**src/rtl/rv32i_mc_control_pkg.sv**
```systemverilog
// rtl/rv32i_mc_control_pkg.sv - rv32i encodings, datapath select enums and FSM states
package rv32i_mc_control_pkg;

  typedef enum logic [6:0] {
    OP_LUI   = 7'b0110111,
    OP_AUIPC = 7'b0010111,
    OP_JAL   = 7'b1101111,
    OP_JALR  = 7'b1100111,
    OP_BR    = 7'b1100011,
    OP_LOAD  = 7'b0000011,
    OP_STORE = 7'b0100011,
    OP_IMM   = 7'b0010011,
    OP_REG   = 7'b0110011,
    OP_CSR   = 7'b1110011
  } rv32i_opcode_t;

  typedef enum logic [2:0] {
    BEQ = 3'b000, BNE = 3'b001, BLT = 3'b100, BGE = 3'b101, BLTU = 3'b110, BGEU = 3'b111
  } branch_funct3_t;

  typedef enum logic [2:0] {
    F3_ADD, F3_SLL, F3_SLT, F3_SLTU, F3_XOR, F3_SR, F3_OR, F3_AND
  } arith_funct3_t;

  typedef enum logic [2:0] {
    ALU_ADD, ALU_SLL, ALU_SUB, ALU_SRA, ALU_XOR, ALU_SRL, ALU_OR, ALU_AND
  } alu_ops_t;

  typedef enum logic [2:0] {
    LB = 3'b000, LH = 3'b001, LW = 3'b010, LBU = 3'b100, LHU = 3'b101
  } load_funct3_t;

  typedef enum logic [2:0] {
    SB = 3'b000, SH = 3'b001, SW = 3'b010
  } store_funct3_t;

  typedef enum logic [1:0] {PCMUX_PC4, PCMUX_ALU, PCMUX_TRAP} pcmux_sel_t;

  typedef enum logic [2:0] {
    AM2_I_IMM, AM2_U_IMM, AM2_B_IMM, AM2_S_IMM, AM2_J_IMM, AM2_RS2
  } alumux2_sel_t;

  typedef enum logic [3:0] {
    RFM_ALU, RFM_BR_EN, RFM_U_IMM, RFM_LW, RFM_PC4, RFM_LH, RFM_LHU, RFM_LB, RFM_LBU
  } regfilemux_sel_t;

  typedef enum logic [1:0] {
    TC_ILLEGAL, TC_MISALIGNED_LD, TC_MISALIGNED_ST, TC_MEM_TIMEOUT
  } trap_cause_t;

  typedef enum logic [4:0] {
    S_FETCH1, S_FETCH2, S_FETCH3, S_DECODE, S_IMM, S_REG, S_BR, S_JAL, S_JALR,
    S_LUI, S_AUIPC, S_CALC_ADDR, S_LDR1, S_LDR2, S_STR1, S_STR2, S_TRAP
  } state_t;

  localparam logic [6:0] FUNCT7_ALT = 7'b0100000;

  // funct3[1] marks word access (needs 00), funct3[0] halfword (needs bit0 = 0)
  function automatic logic is_misaligned(input logic [2:0] f3, input logic [1:0] lo);
    return (f3[1] & (|lo)) | (f3[0] & lo[0]);
  endfunction

endpackage

```
**src/rtl/rv32i_mc_control_mem_wait_timer.sv**
```systemverilog
// rtl/rv32i_mc_control_mem_wait_timer.sv - memory-wait cycle counter with timeout expiry
module rv32i_mc_control_mem_wait_timer #(
  parameter int TIMEOUT_W   = 8,
  parameter int MEM_TIMEOUT = 255
) (
  input  logic i_clk,
  input  logic i_rst_n,
  input  logic i_active,
  input  logic i_mem_resp,
  output logic o_expire
);

  localparam bit                   LP_EN    = (MEM_TIMEOUT > 0);
  localparam logic [TIMEOUT_W-1:0] LP_LIMIT = TIMEOUT_W'((MEM_TIMEOUT > 0) ? MEM_TIMEOUT - 1 : 0);

  logic [TIMEOUT_W-1:0] r_count;

  // Held at zero outside wait states, so every wait state starts counting from 0
  always_ff @(posedge i_clk or negedge i_rst_n) begin
    if (!i_rst_n) begin
      r_count <= '0;
    end else if (!i_active) begin
      r_count <= '0;
    end else if (!i_mem_resp) begin
      r_count <= r_count + TIMEOUT_W'(1);
    end
  end

  assign o_expire = LP_EN && i_active && !i_mem_resp && (r_count == LP_LIMIT);

endmodule

```
**src/rtl/rv32i_mc_control.sv**
```systemverilog
// rtl/rv32i_mc_control.sv - multicycle RV32I control FSM with traps and store lane steering
// Optional RV32I_CTRL_PERF_EN adds retire pulse and stall cycle counter ports.
module rv32i_mc_control
  import rv32i_mc_control_pkg::*;
#(
  parameter int TIMEOUT_W       = 8,
  parameter int MEM_TIMEOUT     = 255,
  parameter bit TRAP_ON_ILLEGAL = 1'b1
) (
  input  logic        i_clk,
  input  logic        i_rst_n,
  input  logic [6:0]  i_opcode,
  input  logic [2:0]  i_funct3,
  input  logic [6:0]  i_funct7,
  input  logic        i_br_en,
  input  logic [1:0]  i_alu_addr_lo,
  input  logic        i_mem_resp,
  output logic        o_load_pc,
  output logic        o_load_ir,
  output logic        o_load_regfile,
  output logic        o_load_mar,
  output logic        o_load_mdr,
  output logic        o_load_data_out,
  output logic [1:0]  o_pcmux_sel,
  output logic        o_alumux1_sel,
  output logic [2:0]  o_alumux2_sel,
  output logic [3:0]  o_regfilemux_sel,
  output logic        o_marmux_sel,
  output logic        o_cmpmux_sel,
  output logic        o_jalr,
  output logic [2:0]  o_cmpop,
  output logic [2:0]  o_aluop,
  output logic [1:0]  o_byte_off,
  output logic        o_mem_read,
  output logic        o_mem_write,
  output logic [3:0]  o_mem_byte_enable,
  output logic        o_trap,
  output logic [1:0]  o_trap_cause
`ifdef RV32I_CTRL_PERF_EN
  ,
  output logic        o_retire,
  output logic [31:0] o_stall_cycles
`endif
);

  state_t          r_state;
  logic [1:0]      r_byte_off;
  trap_cause_t     r_trap_cause;
  logic            w_waiting, w_expire, w_misaligned, w_is_store;
  logic            w_load_pc, w_load_ir, w_load_regfile, w_load_mar, w_load_mdr, w_load_data_out;
  logic            w_mem_read, w_mem_write, w_trap, w_alumux1, w_marmux, w_cmpmux, w_jalr;
  pcmux_sel_t      w_pcmux;
  alumux2_sel_t    w_alumux2;
  regfilemux_sel_t w_regfilemux;
  logic [2:0]      w_cmpop, w_aluop;
  logic [3:0]      w_mbe;

  assign w_waiting    = (r_state == S_FETCH2) || (r_state == S_LDR1) || (r_state == S_STR1);
  assign w_is_store   = (i_opcode == OP_STORE);
  assign w_misaligned = is_misaligned(i_funct3, i_alu_addr_lo);

  rv32i_mc_control_mem_wait_timer #(
    .TIMEOUT_W   (TIMEOUT_W),
    .MEM_TIMEOUT (MEM_TIMEOUT)
  ) u_timer (
    .i_clk      (i_clk),
    .i_rst_n    (i_rst_n),
    .i_active   (w_waiting),
    .i_mem_resp (i_mem_resp),
    .o_expire   (w_expire)
  );

  always_ff @(posedge i_clk or negedge i_rst_n) begin
    if (!i_rst_n) begin
      r_state      <= S_FETCH1;
      r_byte_off   <= 2'b00;
      r_trap_cause <= TC_ILLEGAL;
    end else begin
      case (r_state)
        S_FETCH1: r_state <= S_FETCH2;
        S_FETCH2, S_LDR1, S_STR1: begin
          if (i_mem_resp) begin
            r_state <= (r_state == S_FETCH2) ? S_FETCH3 : (r_state == S_LDR1) ? S_LDR2 : S_STR2;
          end else if (w_expire) begin
            r_state      <= S_TRAP;
            r_trap_cause <= TC_MEM_TIMEOUT;
          end
        end
        S_FETCH3: r_state <= S_DECODE;
        S_DECODE: begin
          case (i_opcode)
            OP_IMM:             r_state <= S_IMM;
            OP_REG:             r_state <= S_REG;
            OP_BR:              r_state <= S_BR;
            OP_JAL:             r_state <= S_JAL;
            OP_JALR:            r_state <= S_JALR;
            OP_LUI:             r_state <= S_LUI;
            OP_AUIPC:           r_state <= S_AUIPC;
            OP_LOAD, OP_STORE:  r_state <= S_CALC_ADDR;
            default: begin
              if (TRAP_ON_ILLEGAL) begin
                r_state      <= S_TRAP;
                r_trap_cause <= TC_ILLEGAL;
              end else begin
                // STR2 is exactly "load_pc with PC+4", which is the NOP retire path
                r_state <= S_STR2;
              end
            end
          endcase
        end
        S_CALC_ADDR: begin
          if (w_misaligned) begin
            r_state      <= S_TRAP;
            r_trap_cause <= w_is_store ? TC_MISALIGNED_ST : TC_MISALIGNED_LD;
          end else begin
            r_byte_off <= i_alu_addr_lo;
            r_state    <= w_is_store ? S_STR1 : S_LDR1;
          end
        end
        default: r_state <= S_FETCH1;
      endcase
    end
  end

  always_comb begin
    w_load_pc       = 1'b0;
    w_load_ir       = 1'b0;
    w_load_regfile  = 1'b0;
    w_load_mar      = 1'b0;
    w_load_mdr      = 1'b0;
    w_load_data_out = 1'b0;
    w_mem_read      = 1'b0;
    w_mem_write     = 1'b0;
    w_trap          = 1'b0;
    w_pcmux         = PCMUX_PC4;
    w_alumux1       = 1'b0;
    w_alumux2       = AM2_I_IMM;
    w_regfilemux    = RFM_ALU;
    w_marmux        = 1'b0;
    w_cmpmux        = 1'b0;
    w_jalr          = 1'b0;
    w_cmpop         = i_funct3;
    w_aluop         = i_funct3;
    w_mbe           = 4'b1111;
    case (r_state)
      S_FETCH1: w_load_mar = 1'b1;
      S_FETCH2: begin w_mem_read = 1'b1; w_load_mdr = 1'b1; end
      S_FETCH3: w_load_ir = 1'b1;
      S_IMM, S_REG: begin
        w_load_regfile = 1'b1;
        w_load_pc      = 1'b1;
        if (r_state == S_REG) w_alumux2 = AM2_RS2;
        if (i_funct3 == F3_SLT || i_funct3 == F3_SLTU) begin
          w_cmpmux     = (r_state == S_IMM);
          w_regfilemux = RFM_BR_EN;
          w_cmpop      = (i_funct3 == F3_SLT) ? BLT : BLTU;
        end else if (i_funct3 == F3_SR && i_funct7 == FUNCT7_ALT) begin
          w_aluop = ALU_SRA;
        end else if (r_state == S_REG && i_funct3 == F3_ADD && i_funct7 == FUNCT7_ALT) begin
          w_aluop = ALU_SUB;
        end
      end
      S_BR: begin
        w_load_pc = 1'b1;
        w_alumux1 = 1'b1;
        w_alumux2 = AM2_B_IMM;
        w_aluop   = ALU_ADD;
        w_pcmux   = i_br_en ? PCMUX_ALU : PCMUX_PC4;
      end
      S_JAL, S_JALR: begin
        w_load_pc      = 1'b1;
        w_load_regfile = 1'b1;
        w_regfilemux   = RFM_PC4;
        w_pcmux        = PCMUX_ALU;
        w_aluop        = ALU_ADD;
        w_alumux1      = (r_state == S_JAL);
        w_alumux2      = (r_state == S_JAL) ? AM2_J_IMM : AM2_I_IMM;
        w_jalr         = (r_state == S_JALR);
      end
      S_LUI: begin w_load_pc = 1'b1; w_load_regfile = 1'b1; w_regfilemux = RFM_U_IMM; end
      S_AUIPC: begin
        w_load_pc      = 1'b1;
        w_load_regfile = 1'b1;
        w_alumux1      = 1'b1;
        w_alumux2      = AM2_U_IMM;
        w_aluop        = ALU_ADD;
      end
      S_CALC_ADDR: begin
        w_aluop         = ALU_ADD;
        w_marmux        = 1'b1;
        w_alumux2       = w_is_store ? AM2_S_IMM : AM2_I_IMM;
        w_load_mar      = !w_misaligned;
        w_load_data_out = w_is_store && !w_misaligned;
      end
      S_LDR1: begin w_mem_read = 1'b1; w_load_mdr = 1'b1; end
      S_LDR2: begin
        w_load_regfile = 1'b1;
        w_load_pc      = 1'b1;
        case (i_funct3)
          LB:      w_regfilemux = RFM_LB;
          LH:      w_regfilemux = RFM_LH;
          LBU:     w_regfilemux = RFM_LBU;
          LHU:     w_regfilemux = RFM_LHU;
          default: w_regfilemux = RFM_LW;
        endcase
      end
      S_STR1: begin
        w_mem_write = 1'b1;
        case (i_funct3)
          SB:      w_mbe = 4'b0001 << r_byte_off;
          SH:      w_mbe = 4'b0011 << r_byte_off;
          default: w_mbe = 4'b1111;
        endcase
      end
      S_STR2: w_load_pc = 1'b1;
      S_TRAP: begin w_trap = 1'b1; w_load_pc = 1'b1; w_pcmux = PCMUX_TRAP; end
      default: ;
    endcase
  end

  // Strobes are gated by rst_n so an in-flight access drops the instant reset asserts
  assign o_load_pc         = w_load_pc & i_rst_n;
  assign o_load_ir         = w_load_ir & i_rst_n;
  assign o_load_regfile    = w_load_regfile & i_rst_n;
  assign o_load_mar        = w_load_mar & i_rst_n;
  assign o_load_mdr        = w_load_mdr & i_rst_n;
  assign o_load_data_out   = w_load_data_out & i_rst_n;
  assign o_mem_read        = w_mem_read & i_rst_n;
  assign o_mem_write       = w_mem_write & i_rst_n;
  assign o_trap            = w_trap & i_rst_n;
  assign o_mem_byte_enable = i_rst_n ? w_mbe : 4'b1111;
  assign o_pcmux_sel       = w_pcmux;
  assign o_alumux1_sel     = w_alumux1;
  assign o_alumux2_sel     = w_alumux2;
  assign o_regfilemux_sel  = w_regfilemux;
  assign o_marmux_sel      = w_marmux;
  assign o_cmpmux_sel      = w_cmpmux;
  assign o_jalr            = w_jalr;
  assign o_cmpop           = w_cmpop;
  assign o_aluop           = w_aluop;
  assign o_byte_off        = r_byte_off;
  assign o_trap_cause      = r_trap_cause;

`ifdef RV32I_CTRL_PERF_EN
  logic [31:0] r_stall_cycles;

  always_ff @(posedge i_clk or negedge i_rst_n) begin
    if (!i_rst_n) begin
      r_stall_cycles <= 32'd0;
    end else if (w_waiting && !i_mem_resp) begin
      r_stall_cycles <= r_stall_cycles + 32'd1;
    end
  end

  assign o_retire       = o_load_pc && (r_state != S_TRAP);
  assign o_stall_cycles = r_stall_cycles;
`endif

endmodule

```
**config.mk**
```make
export PLATFORM = sky130hd
export DESIGN_NAME = rv32i_mc_control
export DESIGN_NICKNAME = d
export VERILOG_FILES = /design/src/rtl/rv32i_mc_control_pkg.sv /design/src/rtl/rv32i_mc_control_mem_wait_timer.sv /design/src/rtl/rv32i_mc_control.sv
export SDC_FILE = /design/constraint.sdc
export NUM_CORES = 1
export LEC_CHECK = 0
export ABC_CLOCK_PERIOD_IN_PS = 2760
export CORE_MARGIN = 3
export CORE_UTILIZATION = 40
export CTS_BUF_LIST = sky130_fd_sc_hd__clkbuf_4 sky130_fd_sc_hd__clkbuf_8
export DETAILED_ROUTE_END_ITERATION = 8
export PLACE_DENSITY = 0.78
export SLEW_MARGIN = 20
export SYNTH_ARGS = -nofsm -noshare
export SYNTH_HDL_FRONTEND = slang
export SYNTH_SLANG_ARGS = --single-unit
```
**constraint.sdc**
```tcl
create_clock -name i_clk -period 2.76 [get_ports i_clk]
set_input_delay 0.414 -clock i_clk [delete_from_list [all_inputs] [get_ports i_clk]]
set_output_delay 0.414 -clock i_clk [all_outputs]
set_load 0.05 [all_outputs]
```
==> key figures <==
Clocking
  • Max clock buf depth: 2
  • Worst skew pair latency: approximately 250 ps
  • Total of hold buffers inserted after clock tree synthesis: 0
  • CTS Root Cell: clkbuf_8
  • Clock tree from TritonCTS: yes
  • Post-CTS setup repair buffer count: 0
  • Clock Sink Count: 17
  • Clock transition at the register clock pins on the worst setup and hold paths after CTS: 60 ps
  • Num CTS Buffers: 3
  • H-tree level count: 1

Logic synthesis
  • Most area-consuming cells after synthesis: dfrtp_1, nor2_1, a21oi_1
  • Top FF cell, synth: dfrtp_1
  • Synth cell types: between 50 and 60
  • Number of flops mapped to enable cells by yosys: 0
  • Area share of the leading cell type in the synthesized netlist: a little over a quarter
  • Syn nets: between 200 and 250
  • Cells after synthesis: about 210
  • Count of yosys warnings during synthesis: 0
  • Mapped cell area: about 1600 um^2
  • Async set or reset register ratio after synthesis: between 90% and 100%
  • Synth top cells by count: nor2_1, nand2_1, a21oi_1, dfrtp_1, o21ai_0
  • Most frequent cell after synthesis: nor2_1
  • Flip-flop and latch count after synthesis: 17
  • Cell type contributing the most total cell area after synthesis: dfrtp_1
  • Average size of a mapped cell: 7.501 um^2
  • Sequential element share of the synthesized area: between 20% and 30%

Timing
  • Setup violators final: 0
  • TNS Setup: 0 ps
  • Final Max Slew Viols: 0
  • Part of the cycle the worst path needs: 97.80%
  • Endpoints failing hold: 0
  • Highest achievable clock rate: roughly 370 MHz
  • Unrepaired setup endpoints after global routing: yes
  • Transition time at the pin with the least slew margin: 629.2 ps
  • Normalized max-slew margin: roughly 58%
  • Worst hold-check slack: between 500 and 600 ps
  • Max Clock Skew: ~0.6 ps
  • Tmin final: ~2700 ps

GRT
  • Global-route wire length before repair: about 7700 um
  • Overflow left after global routing: 0
  • Global-route usage over all layers: about a fifth
  • Maximum number of pins on one net before global-route repair: 21
  • Initial antenna violation count: 0
  • Number of global-route vias before repair: approximately 1700

Pwr
  • Clock share of power: 14.6%
  • Sequential cell fraction of total power: a little over a quarter
  • Worst supply voltage drop on vdd: approximately 0.47 mV
  • Total power per unit cell area: about 520 nW/um^2
  • Internal power consumption: 0.7227 mW
  • Total leakage power: about 1.1 nW
  • Combinational Power Share: approximately three fifths
  • Proportion of total power due to net switching: approximately 44%
  • Net Switching: approximately 0.58 mW

Setup path
  • Max Fanout on Critical Path: 2
  • Kind of end point of the critical path: output port
  • Data arrival time of the worst path: ~2300 ps
  • Sort of element at the start of the critical path: input pin
  • Required time of the critical path: approximately 2400 ps
  • Register-to-register setup slack: 500 ps
  • Kind of critical path: in2out

Die
  • Top-Level Pins: 59
  • # rows: 22
  • Total core area: 3744 um^2
  • Die outline area: between 4000 and 5000 um^2
  • Overall die width: 69.06 um
  • Die Height: approximately 70 um
  • Initial standard-cell utilization of the core: between 40 and 50%

Detailed routing
  • Detailed Routing Iterations Pass 1: 4
  • Aggregate routed wire length: between 4000 and 5000 um
  • Routed WL per cell: between 10 and 15 um
  • Total vias in the final route: 1837
  • Routed vias/inst: between 5 and 6
  • Post-route DRC: 0
  • Routed Antenna Nets: 0
  • DRC violation total after the first TritonRoute iteration: ~130

Finish
  • Nets@finish: 296
  • Layout Area Growth over Synthesis: 56.41%
  • Layout cells sized above 1: 21.48%
  • Antenna Diode Count: 0

Status
  • Status: finished clean

Place
  • Half-perimeter wire length after detailed placement: between 3000 and 4000 um
  • Gp weighted congestion: approximately 0.9
  • PortBufs: 58

Hold path
  • Type of the worst min-delay path: reg2reg

Job
  • Max-capacitance violation count: 0
## area by class of cell
| cell class | instances | area, um^2 |
|---|---|---|
| multi-input cells | 173 | 1126 |
| repair buffers | 68 | 795.8 |
| clock buffers | 4 | 48.80 |
| flip-flops and latches | 17 | 426.7 |
| inverters | 8 | 30.03 |
| well taps | 48 | 60.06 |
| fillers | 314 | 1256 |
## state kept, by name (all words and copies together) (netlist names)
| name | count |
|---|---|
| o_trap_cause | 2 |
| r_state | 5 |
| o_byte_off | 2 |
| u_timer.r_count | 8 |
## worst paths after layout
| check | from | endpoint | depth (start not counted) |
|---|---|---|---|
| worst min-delay path | o_trap_cause[1] | o_trap_cause[1] | 1 |
| min in group asynchronous | i_rst_n | o_trap_cause[1] | 2 |
| max in group asynchronous | i_rst_n | r_state[3] | 2 |
| worst max register to register | r_state[2] | o_trap_cause[1] | 6 |
| worst min register to register | o_trap_cause[1] | o_trap_cause[1] | 1 |
| worst max-delay path | i_funct7[2] | o_aluop[2] | 7 |
## worst max-delay path, stage by stage
cell and delay [ps]:
clkdlybuf4s50_1 420, or4b_2 710, nor4_4 170, nand2_1 100, o41ai_2 220, nor2_1 70
buf_4 190
## power groups by stage
| stage | registers (mW) | logic (mW) | clock network [mW] |
|---|---|---|---|
| after floorplan | 0.366 | 0.464 | 0 |
| after detailed placement | 0.350 | 0.754 | 0 |
| after global routing | 0.354 | 0.817 | 0.207 |
| final | 0.349 | 0.762 | 0.190 |
| after CTS | 0.346 | 0.756 | 0.193 |
| after global placement | 0.348 | 0.744 | 0 |
## placed cells by master (no fill, tap or decap), types with 4 or more instances in the layout
cell              n
nand2_1          20
nor2_1           26
dfrtp_1          16
inv_1             8
buf_4            22
o21ai_0          16
clkdlybuf4s50_1  29
nor3_1            6
a21oi_1          17
nand3_1           5
nor2b_1           7
and3_1            7
xor2_1            5
nor4_1            4
buf_12           17
nand2b_1          6
## cells by family after synthesis
kind of cell / after synthesis / share of synthesized area (%)
muxes: 4 / 2.989
adders and majority gates: 2 / 1.573
xor gates and xnor gates: 6 / 3.304
and+or+nand+nor: 106 / 36.19
DFF: 17 / 26.75
buffers and inverters: 22 / 5.664
AOI/OAI and AO/OA: 55 / 23.53
## per-stage QoR
step	util [%]	std cells	area [um^2]	power, mW	worst slack (ps)
2_1_floorplan	-	212	1614	0.8305	-8.000
3_3_place_gp	64.37	314	2410	1.092	33.89
3_5_place_dp	64.37	314	2410	1.103	5.707
4_1_cts	65.68	318	2459	1.295	5.708
5_1_grt	66.44	318	2487	1.377	-34.45
6_report	66.44	318	2487	1.301	60.73
## repair_timing
action                                  CTS  global route
resized for setup                         0             5
endpoints found under the hold margin     0             0
endpoints found under the setup margin    0             3
## metal layers
metal,global-route usage (%),part of all wire [%],up-vias
li1,-,-,875
met1,24.44,43,871
met2,31.67,48,85
met3,3.790,7.3,6
met4,5.423,1.0,0
met5,0,0,-
Power figures use the tool's default switching activity.
